===== src/rtl/imem_fetch_arbiter.sv =====
// Arbitrates CPU and debug fetches onto a single one-cycle-latency instruction ROM.
// Each access walks IDLE -> ADDR (grant) -> DATA (capture), so the port sustains one access per two cycles.
module imem_fetch_arbiter #(
    parameter int unsigned MAX_CPU_BURST = 4
) (
    input  logic        clk,
    input  logic        reset,
    input  logic        cpu_req,
    input  logic [8:0]  cpu_addr,
    input  logic        cpu_bank,
    output logic        cpu_gnt,
    output logic        cpu_rvalid,
    input  logic        dbg_req,
    input  logic [8:0]  dbg_addr,
    input  logic        dbg_bank,
    output logic        dbg_gnt,
    output logic        dbg_rvalid,
    output logic [31:0] rdata,
    output logic [8:0]  mem_address,
    output logic        mem_signal,
    input  logic [31:0] mem_instr,
    output logic        busy
);

    localparam logic [3:0] MaxBurst = 4'(MAX_CPU_BURST);

    typedef enum logic [1:0] {
        IDLE = 2'd0,
        ADDR = 2'd1,
        DATA = 2'd2
    } state_t;

    typedef enum logic {
        OWN_CPU = 1'b0,
        OWN_DBG = 1'b1
    } owner_t;

    state_t      state_q,     state_d;
    owner_t      owner_q,     owner_d;
    logic [3:0]  streak_q,    streak_d;
    logic [8:0]  memAddr_q,   memAddr_d;
    logic        memBank_q,   memBank_d;
    logic [31:0] rdata_q,     rdata_d;
    logic        cpuRvalid_q, cpuRvalid_d;
    logic        dbgRvalid_q, dbgRvalid_d;
    logic        arbitrate;
    logic        dbgWins;

    always_comb begin
        state_d     = state_q;
        owner_d     = owner_q;
        streak_d    = streak_q;
        memAddr_d   = memAddr_q;
        memBank_d   = memBank_q;
        rdata_d     = rdata_q;
        cpuRvalid_d = 1'b0;
        dbgRvalid_d = 1'b0;
        arbitrate   = 1'b0;
        dbgWins     = dbg_req && (!cpu_req || (streak_q == MaxBurst));

        unique case (state_q)
            IDLE: arbitrate = 1'b1;
            ADDR: state_d = DATA;
            DATA: begin
                rdata_d     = mem_instr;
                cpuRvalid_d = (owner_q == OWN_CPU);
                dbgRvalid_d = (owner_q == OWN_DBG);
                state_d     = IDLE;
                arbitrate   = 1'b1;
            end
            default: state_d = IDLE;
        endcase

        // The streak only grows while debug is actually being held off by the CPU.
        if (arbitrate && (cpu_req || dbg_req)) begin
            state_d = ADDR;
            if (dbgWins) begin
                owner_d   = OWN_DBG;
                memAddr_d = dbg_addr;
                memBank_d = dbg_bank;
                streak_d  = 4'd0;
            end else begin
                owner_d   = OWN_CPU;
                memAddr_d = cpu_addr;
                memBank_d = cpu_bank;
                if (dbg_req) begin
                    streak_d = (streak_q < MaxBurst) ? streak_q + 4'd1 : streak_q;
                end else begin
                    streak_d = 4'd0;
                end
            end
        end
    end

    always_ff @(posedge clk) begin
        if (reset) begin
            state_q     <= IDLE;
            owner_q     <= OWN_CPU;
            streak_q    <= 4'd0;
            memAddr_q   <= 9'h0;
            memBank_q   <= 1'b0;
            rdata_q     <= 32'h0;
            cpuRvalid_q <= 1'b0;
            dbgRvalid_q <= 1'b0;
        end else begin
            state_q     <= state_d;
            owner_q     <= owner_d;
            streak_q    <= streak_d;
            memAddr_q   <= memAddr_d;
            memBank_q   <= memBank_d;
            rdata_q     <= rdata_d;
            cpuRvalid_q <= cpuRvalid_d;
            dbgRvalid_q <= dbgRvalid_d;
        end
    end

    assign cpu_gnt     = (state_q == ADDR) && (owner_q == OWN_CPU);
    assign dbg_gnt     = (state_q == ADDR) && (owner_q == OWN_DBG);
    assign cpu_rvalid  = cpuRvalid_q;
    assign dbg_rvalid  = dbgRvalid_q;
    assign rdata       = rdata_q;
    assign mem_address = memAddr_q;
    assign mem_signal  = memBank_q;
    assign busy        = (state_q != IDLE);

endmodule


===== config.mk =====
export PLATFORM = sky130hd
export DESIGN_NAME = imem_fetch_arbiter
export DESIGN_NICKNAME = d
export VERILOG_FILES = /design/src/rtl/imem_fetch_arbiter.sv
export SDC_FILE = /design/constraint.sdc
export NUM_CORES = 1
export LEC_CHECK = 0
export ABC_AREA = 1
export CELL_PAD_IN_SITES_DETAIL_PLACEMENT = 1
export CELL_PAD_IN_SITES_GLOBAL_PLACEMENT = 1
export CORE_ASPECT_RATIO = 0.5
export CORE_MARGIN = 2
export CORE_UTILIZATION = 29
export DETAILED_ROUTE_END_ITERATION = 7
export PLACE_DENSITY = 0.82
export RECOVER_POWER = 50
export REMOVE_ABC_BUFFERS = 1
export SYNTH_ARGS = -nofsm -noshare
export SYNTH_HDL_FRONTEND = slang
export SYNTH_SLANG_ARGS = --single-unit

===== constraint.sdc =====
create_clock -name clk -period 4.23 [get_ports clk]
set_clock_uncertainty 0.2 [all_clocks]
set_input_delay 0.423 -clock clk [delete_from_list [all_inputs] [get_ports clk]]
set_output_delay 0.423 -clock clk [all_outputs]
set_load 0.005 [all_outputs]

==> results of run 1 <==
-- layout make-up --
class | instances | area, um^2
fillers | 817 | 3490
multi-input cells | 176 | 812
clock inverters | 1 | 5.00
inverters | 12 | 47.5
well taps | 92 | 115
clock buffers | 7 | 133
repair buffers | 102 | 1020
flip-flops and latches | 51 | 1020
-- worst paths after layout --
kind,start,end,slack [ns],depth (start not counted)
max,dbg_req,streak_q[1],1.87,7
min,streak_q[3],streak_q[3],0.26,2
max reg2reg,state_q[1],rdata[10],2.01,5
min reg2reg,streak_q[3],streak_q[3],0.26,2
-- registers in the layout, summed over array words and instances (netlist names) --
name / flops
streak_q: 4
cpu_rvalid: 1
mem_signal: 1
dbg_rvalid: 1
rdata: 32
state_q: 2
owner_q: 1
mem_address: 9
-- critical path, delay by kind of cell --
| kind | cells | cell delay, ns |
|---|---|---|
| AO/OA/AOI/OAI | 1 | 0.60 |
| buffers and inverters | 3 | 1.04 |
| AND/OR/NAND/NOR | 3 | 0.27 |
-- layer usage --
metal / share of wire / up-vias
li1: - / 1021
met1: 0.41 / 1018
met2: 0.54 / 46
met3: 0.034 / 12
met4: 0.019 / 0
met5: 0 / -
-- per-stage QoR --
stage	std cells	worst slack, ns	hold slack, ns	power, mW
6_report	441	1.87	0.261	1.09
4_1_cts	441	2.12	0.264	1.13
2_1_floorplan	239	2.75	0.235	0.597
3_5_place_dp	433	1.91	0.254	0.732
3_3_place_gp	433	2.00	0.249	0.724
5_1_grt	441	1.66	0.292	1.16
-- cells in the mapped netlist, drive strengths merged --
library cell  number  share of area
nor2              74           0.14
dfxtp             51           0.52
o21ai             43           0.11
nand2             22          0.043
nand3             17          0.048
inv               12          0.024
a31oi             10          0.032
buf                9          0.033
clkbuf             6          0.011
nor3               4          0.010
nand4              3         0.0095
ha                 2          0.013
a21oi              1         0.0025
-- cell usage in the layout (no fill, tap or decap) --
master	synthesis	routed
sky130_fd_sc_hd__a21oi_1	1	1
sky130_fd_sc_hd__a31oi_1	10	10
sky130_fd_sc_hd__clkbuf_1	6	2
sky130_fd_sc_hd__clkbuf_16	0	5
sky130_fd_sc_hd__clkdlybuf4s50_1	0	56
sky130_fd_sc_hd__clkinv_2	0	1
sky130_fd_sc_hd__dfxtp_1	51	51
sky130_fd_sc_hd__dlygate4sd3_1	0	46
sky130_fd_sc_hd__ha_1	2	2
sky130_fd_sc_hd__inv_1	8	9
sky130_fd_sc_hd__inv_2	3	2
sky130_fd_sc_hd__inv_4	1	1
sky130_fd_sc_hd__nand2_1	21	21
sky130_fd_sc_hd__nand2_2	1	1
sky130_fd_sc_hd__nand3_1	15	15
sky130_fd_sc_hd__nand3_2	2	2
sky130_fd_sc_hd__nand4_1	3	3
sky130_fd_sc_hd__nor2_1	73	73
sky130_fd_sc_hd__nor2_4	1	1
sky130_fd_sc_hd__nor3_1	4	4
sky130_fd_sc_hd__o21ai_0	35	36
sky130_fd_sc_hd__o21ai_1	7	7
-- cells by family (layout without fill, tap and decap cells) --
kind of cell,after synthesis,in the layout,share of synthesized area
and+or+nand+nor,120,120,0.255
AOI/OAI and AO/OA,54,54,0.148
buffers and inverters,27,122,0.0689
adders and majority gates,2,2,0.0126
DFF,51,51,0.515
-- power breakdown --
part | switching [mW] | total, mW | internal [mW] | leakage (nW)
logic | 0.0797 | 0.182 | 0.103 | 0.913
clock network | 0.166 | 0.385 | 0.219 | 0.0679
registers | 0.0159 | 0.526 | 0.510 | 0.418
total | 0.262 | 1.09 | 0.832 | 1.40
==> impl_metrics.json, run 1 <==
{
  "drtPass1Iterations": 4,
  "cts_buffer_depth": 2,
  "yosysWarnings": 0,
  "tritoncts": "yes",
  "finalWorstPathRequiredPeriod_ns": 2.36,
  "num_vias": 2097,
  "syn_to_final_growth_pct": 59.3,
  "worstPathCellList": "dlygate4sd3_1 -> o21ai_0 -> inv_4 -> nand2_1 -> inv_1 -> nor2_1 -> nor2_1",
  "clock_latency_on_the_worst_skew_pair_ns": 0.29,
  "finalCritPeriodShare": 0.559,
  "post_synth_instance_area_um2": 1980,
  "clkSlewWorstSetupHoldPaths_ns": 0.07,
  "met1_usage": 0.198,
  "place_hpwl_um": 4710,
  "timing.hold.worst.class": "flip-flop to flip-flop",
  "timing.critical_path.slowest_cell_delay_ns": 0.76,
  "cp.arrival_ns": 2.35,
  "finish.instance_area_um2": 3150,
  "antenna_found_initial": 0,
  "clock_tree.htree_level_count": 2,
  "power_per_cell_area_nw_per_um2": 347,
  "postPlaceCellArea_um2": 3030,
  "drt-initial-drc-count": 97,
  "std_cell_rows": 21,
  "post_synth_inst_count": 254,
  "cp-end-kind": "flip-flop",
  "ctsRootBufferMaster": "sky130_fd_sc_hd__clkbuf_16",
  "timing.critical_path.slowest_stage_cell": "sky130_fd_sc_hd__dlygate4sd3_1",
  "boundaryPins": 103,
  "replace_congestion": 0.739,
  "floorplan.initialDensity": 0.298,
  "cap_violations": 0,
  "synth_seq_area_share": 0.515,
  "fp.dieArea_um2": 7550,
  "antenna_violating_nets_post_route": 0,
  "tns_ns": 0,
  "total_leakage_power_nw": 1.40,
  "post_route_cells_drive_above_1_share": 0.0372,
  "cts_post_setup_buffers_inserted": 0,
  "global_route.peak_usage_layer": "met2",
  "slew_violations": 0,
  "worst-path-max-fanout": 25,
  "drcViolationCount": 0,
  "achievable-frequency_mhz": 423,
  "numCtsBuffers": 5,
  "syn-mean-instance-area_um2": 7.80,
  "status": "finished clean",
  "grtUsageMet3": 0.0347,
  "hold_buffers": 0,
  "grt_max_degree": 46,
  "count_of_input_and_output_buffers": 102,
  "cp-start-kind": "primary input",
  "totalWireLength_um": 6620,
  "grt-ovfl-total": 0,
  "first_global_vias": 2228,
  "report.final.setup_viol": 0,
  "post_drt_wl_per_cell_um": 15.0,
  "count_of_clock_tree_sinks": 51,
  "unrepaired_setup_endpoints_after_global_routing": "false",
  "timing_worst_slew_pin_value_ns": 1.04,
  "final-hold-violation-count": 0,
  "number_of_vias_per_cell": 4.76,
  "ctsResizeCount": 0,
  "track_usage": 0.180,
  "synth-seq-cells": 51,
  "antennaDiodeCount": 0,
  "max_slew_margin": 0.307,
  "grt_pass1_wl_um": 10700,
  "worst_path_class_setup": "primary input to flip-flop",
  "postLayoutCoreUtil": 0.474,
  "coreArea_um2": 6650,
  "yosys.cell_types.count": 22,
  "worst-endpoint-required_ns": 4.22,
  "nNetsFinal": 406,
  "die-width_um": 121,
  "peakVddDrop_v": 0.000153,
  "chipHeight_um": 62.4,
  "crit_top_cell": "sky130_fd_sc_hd__nor2_1",
  "met2_usage": 0.339
}
Power figures use the tool's default switching activity.
==> run 2, diff against run 1 <==
- CORE_UTILIZATION: 29 -> 27
- PLACE_DENSITY: 0.82 -> 0.77
- clock period: 4.23 -> 2.24 ns (I/O delays scaled with it)
==> run 2 against run 1 <==
Effect of this change:
- non-clock buffer count is 5 higher
- clock-buffer cell count is 1 higher
- total power is 97% higher
- hold slack better by 0.037 ns
- critical path type is now flip-flop to flip-flop
- critical endpoint is now mem_address[2]
==> impl_metrics.json, run 2 (synthesis gave the netlist of run 1 again) <==
{
  "report.final.setup_viol": 0,
  "peakVddDrop_v": 0.000282,
  "antenna_found_initial": 0,
  "clkSlewWorstSetupHoldPaths_ns": 0.07,
  "multi_input_area_um2": 816,
  "timing_worst_slew_pin_value_ns": 1.06,
  "chipHeight_um": 64.6,
  "wl_met2_um": 3430,
  "most_used_cells_in_the_layout_excluding_fill_and_tap_cells": "sky130_fd_sc_hd__clkdlybuf4s50_1, sky130_fd_sc_hd__nor2_1, sky130_fd_sc_hd__dfxtp_1, sky130_fd_sc_hd__o21ai_0, sky130_fd_sc_hd__nand2_1",
  "antennaDiodeCount": 0,
  "grt_pass1_wl_um": 10400,
  "cp.arrival_ns": 1.85,
  "hold-worst-slack_ns": 0.297,
  "first_global_vias": 2187,
  "achievable-frequency_mhz": 544,
  "replace_congestion": 0.853,
  "slew_violations": 0,
  "finish.instance_area_um2": 3220,
  "fin_ws_ns": 0.403,
  "std_cell_rows": 22,
  "report.power.total_mw": 2.16,
  "layout.filler_cells": 873,
  "power_per_cell_area_nw_per_um2": 670,
  "dpl.cell_count": 442,
  "drt-initial-drc-count": 70,
  "max_slew_margin": 0.291,
  "postLayoutCoreUtil": 0.446,
  "status": "finished clean",
  "minimum_setup_slack_after_placement_ns": 0.237,
  "drcViolationCount": 0,
  "cp-end-kind": "flip-flop",
  "count_of_clock_tree_sinks": 51,
  "cp-start-kind": "flip-flop",
  "grt-ovfl-total": 0,
  "final-hold-violation-count": 0,
  "worstPathCellList": "inv_1 -> ha_1 -> nand3_2 -> nand2_2 -> nand2_1 -> nand2_1 -> a31oi_1",
  "cts_post_setup_buffers_inserted": 0,
  "numCtsBuffers": 5,
  "ctsRootBufferMaster": "sky130_fd_sc_hd__clkbuf_16",
  "timing.hold.worst.class": "flip-flop to flip-flop",
  "tritoncts": "yes",
  "coreArea_um2": 7210,
  "syn_to_final_growth_pct": 62.5,
  "place_hpwl_um": 4670,
  "hold_buffers": 0,
  "clock_tree.htree_level_count": 2,
  "crit_top_cell": "sky130_fd_sc_hd__nand2_1",
  "floorplan.initialDensity": 0.275,
  "worst-endpoint-required_ns": 2.25,
  "postPlaceCellArea_um2": 3070,
  "ctsResizeCount": 0,
  "count_of_input_and_output_buffers": 102,
  "cap_violations": 0,
  "fp.dieArea_um2": 8080,
  "largest_register_ff_count": 32,
  "boundaryPins": 103,
  "wirelength_met1_um": 2710,
  "drtPass1Iterations": 4,
  "antenna_violating_nets_post_route": 0,
  "worst-path-max-fanout": 12,
  "grt_max_degree": 35,
  "timing.critical_path.slowest_cell_delay_ns": 0.37,
  "maxUsedRoutingLayer": "met4",
  "clock_latency_on_the_worst_skew_pair_ns": 0.28,
  "post_route_cells_drive_above_1_share": 0.0537,
  "tns_ns": 0,
  "nNetsFinal": 411,
  "track_usage": 0.158,
  "post_drt_wl_per_cell_um": 14.2,
  "cp.buffers_inverters": 1,
  "totalWireLength_um": 6370,
  "fin_cells": 450,
  "total_leakage_power_nw": 1.35,
  "num_vias": 2061,
  "timing.critical_path.slowest_stage_cell": "sky130_fd_sc_hd__dfxtp_1",
  "finalCritPeriodShare": 0.820,
  "die-width_um": 125,
  "finalWorstPathRequiredPeriod_ns": 1.84,
  "register_area_um2": 1020,
  "worst_path_class_setup": "flip-flop to flip-flop",
  "cts_buffer_depth": 2,
  "final_common_cell": "sky130_fd_sc_hd__clkdlybuf4s50_1",
  "critical-path-top-delay-family": "simple AND/OR/NAND/NOR gates",
  "met3RoutedLength_um": 178,
  "number_of_vias_per_cell": 4.58,
  "unrepaired_setup_endpoints_after_global_routing": "false"
}
[run 2: layout make-up]
type | count | area share
well taps | 96 | 0.0373
inverters | 12 | 0.0148
multi-input cells | 176 | 0.253
clock buffers | 8 | 0.0486
repair buffers | 107 | 0.329
flip-flops and latches | 51 | 0.317
[run 2: worst paths after layout]
path / start / to / slack, ns / cells past startpoint
max: streak_q[0] / mem_address[2] / 0.40 / 7
min: streak_q[3] / streak_q[3] / 0.30 / 2
max reg2reg: streak_q[0] / mem_address[2] / 0.40 / 7
min reg2reg: streak_q[3] / streak_q[3] / 0.30 / 2
[run 2: report_power, final]
group          total [mW]  leakage (nW)  internal [mW]  switching (mW)
clock network       0.799        0.0772          0.476           0.322
registers           0.994         0.418          0.964          0.0305
logic               0.364         0.853          0.215           0.149
[run 2: worst reg2reg max path, stage by stage (launching register included)]
cell	delay (ns)
sky130_fd_sc_hd__dfxtp_1	0.37
sky130_fd_sc_hd__inv_1	0.06
sky130_fd_sc_hd__ha_1	0.21
sky130_fd_sc_hd__nand3_2	0.12
sky130_fd_sc_hd__nand2_2	0.18
sky130_fd_sc_hd__nand2_1	0.35
sky130_fd_sc_hd__nand2_1	0.11
sky130_fd_sc_hd__a31oi_1	0.15
[run 2: per-layer routing]
| metal | GRT usage | up-vias |
|---|---|---|
| met5 | 0 | - |
| met4 | 0.0403 | 0 |
| met3 | 0.0330 | 7 |
| met2 | 0.308 | 31 |
| met1 | 0.177 | 990 |
| li1 | - | 1033 |
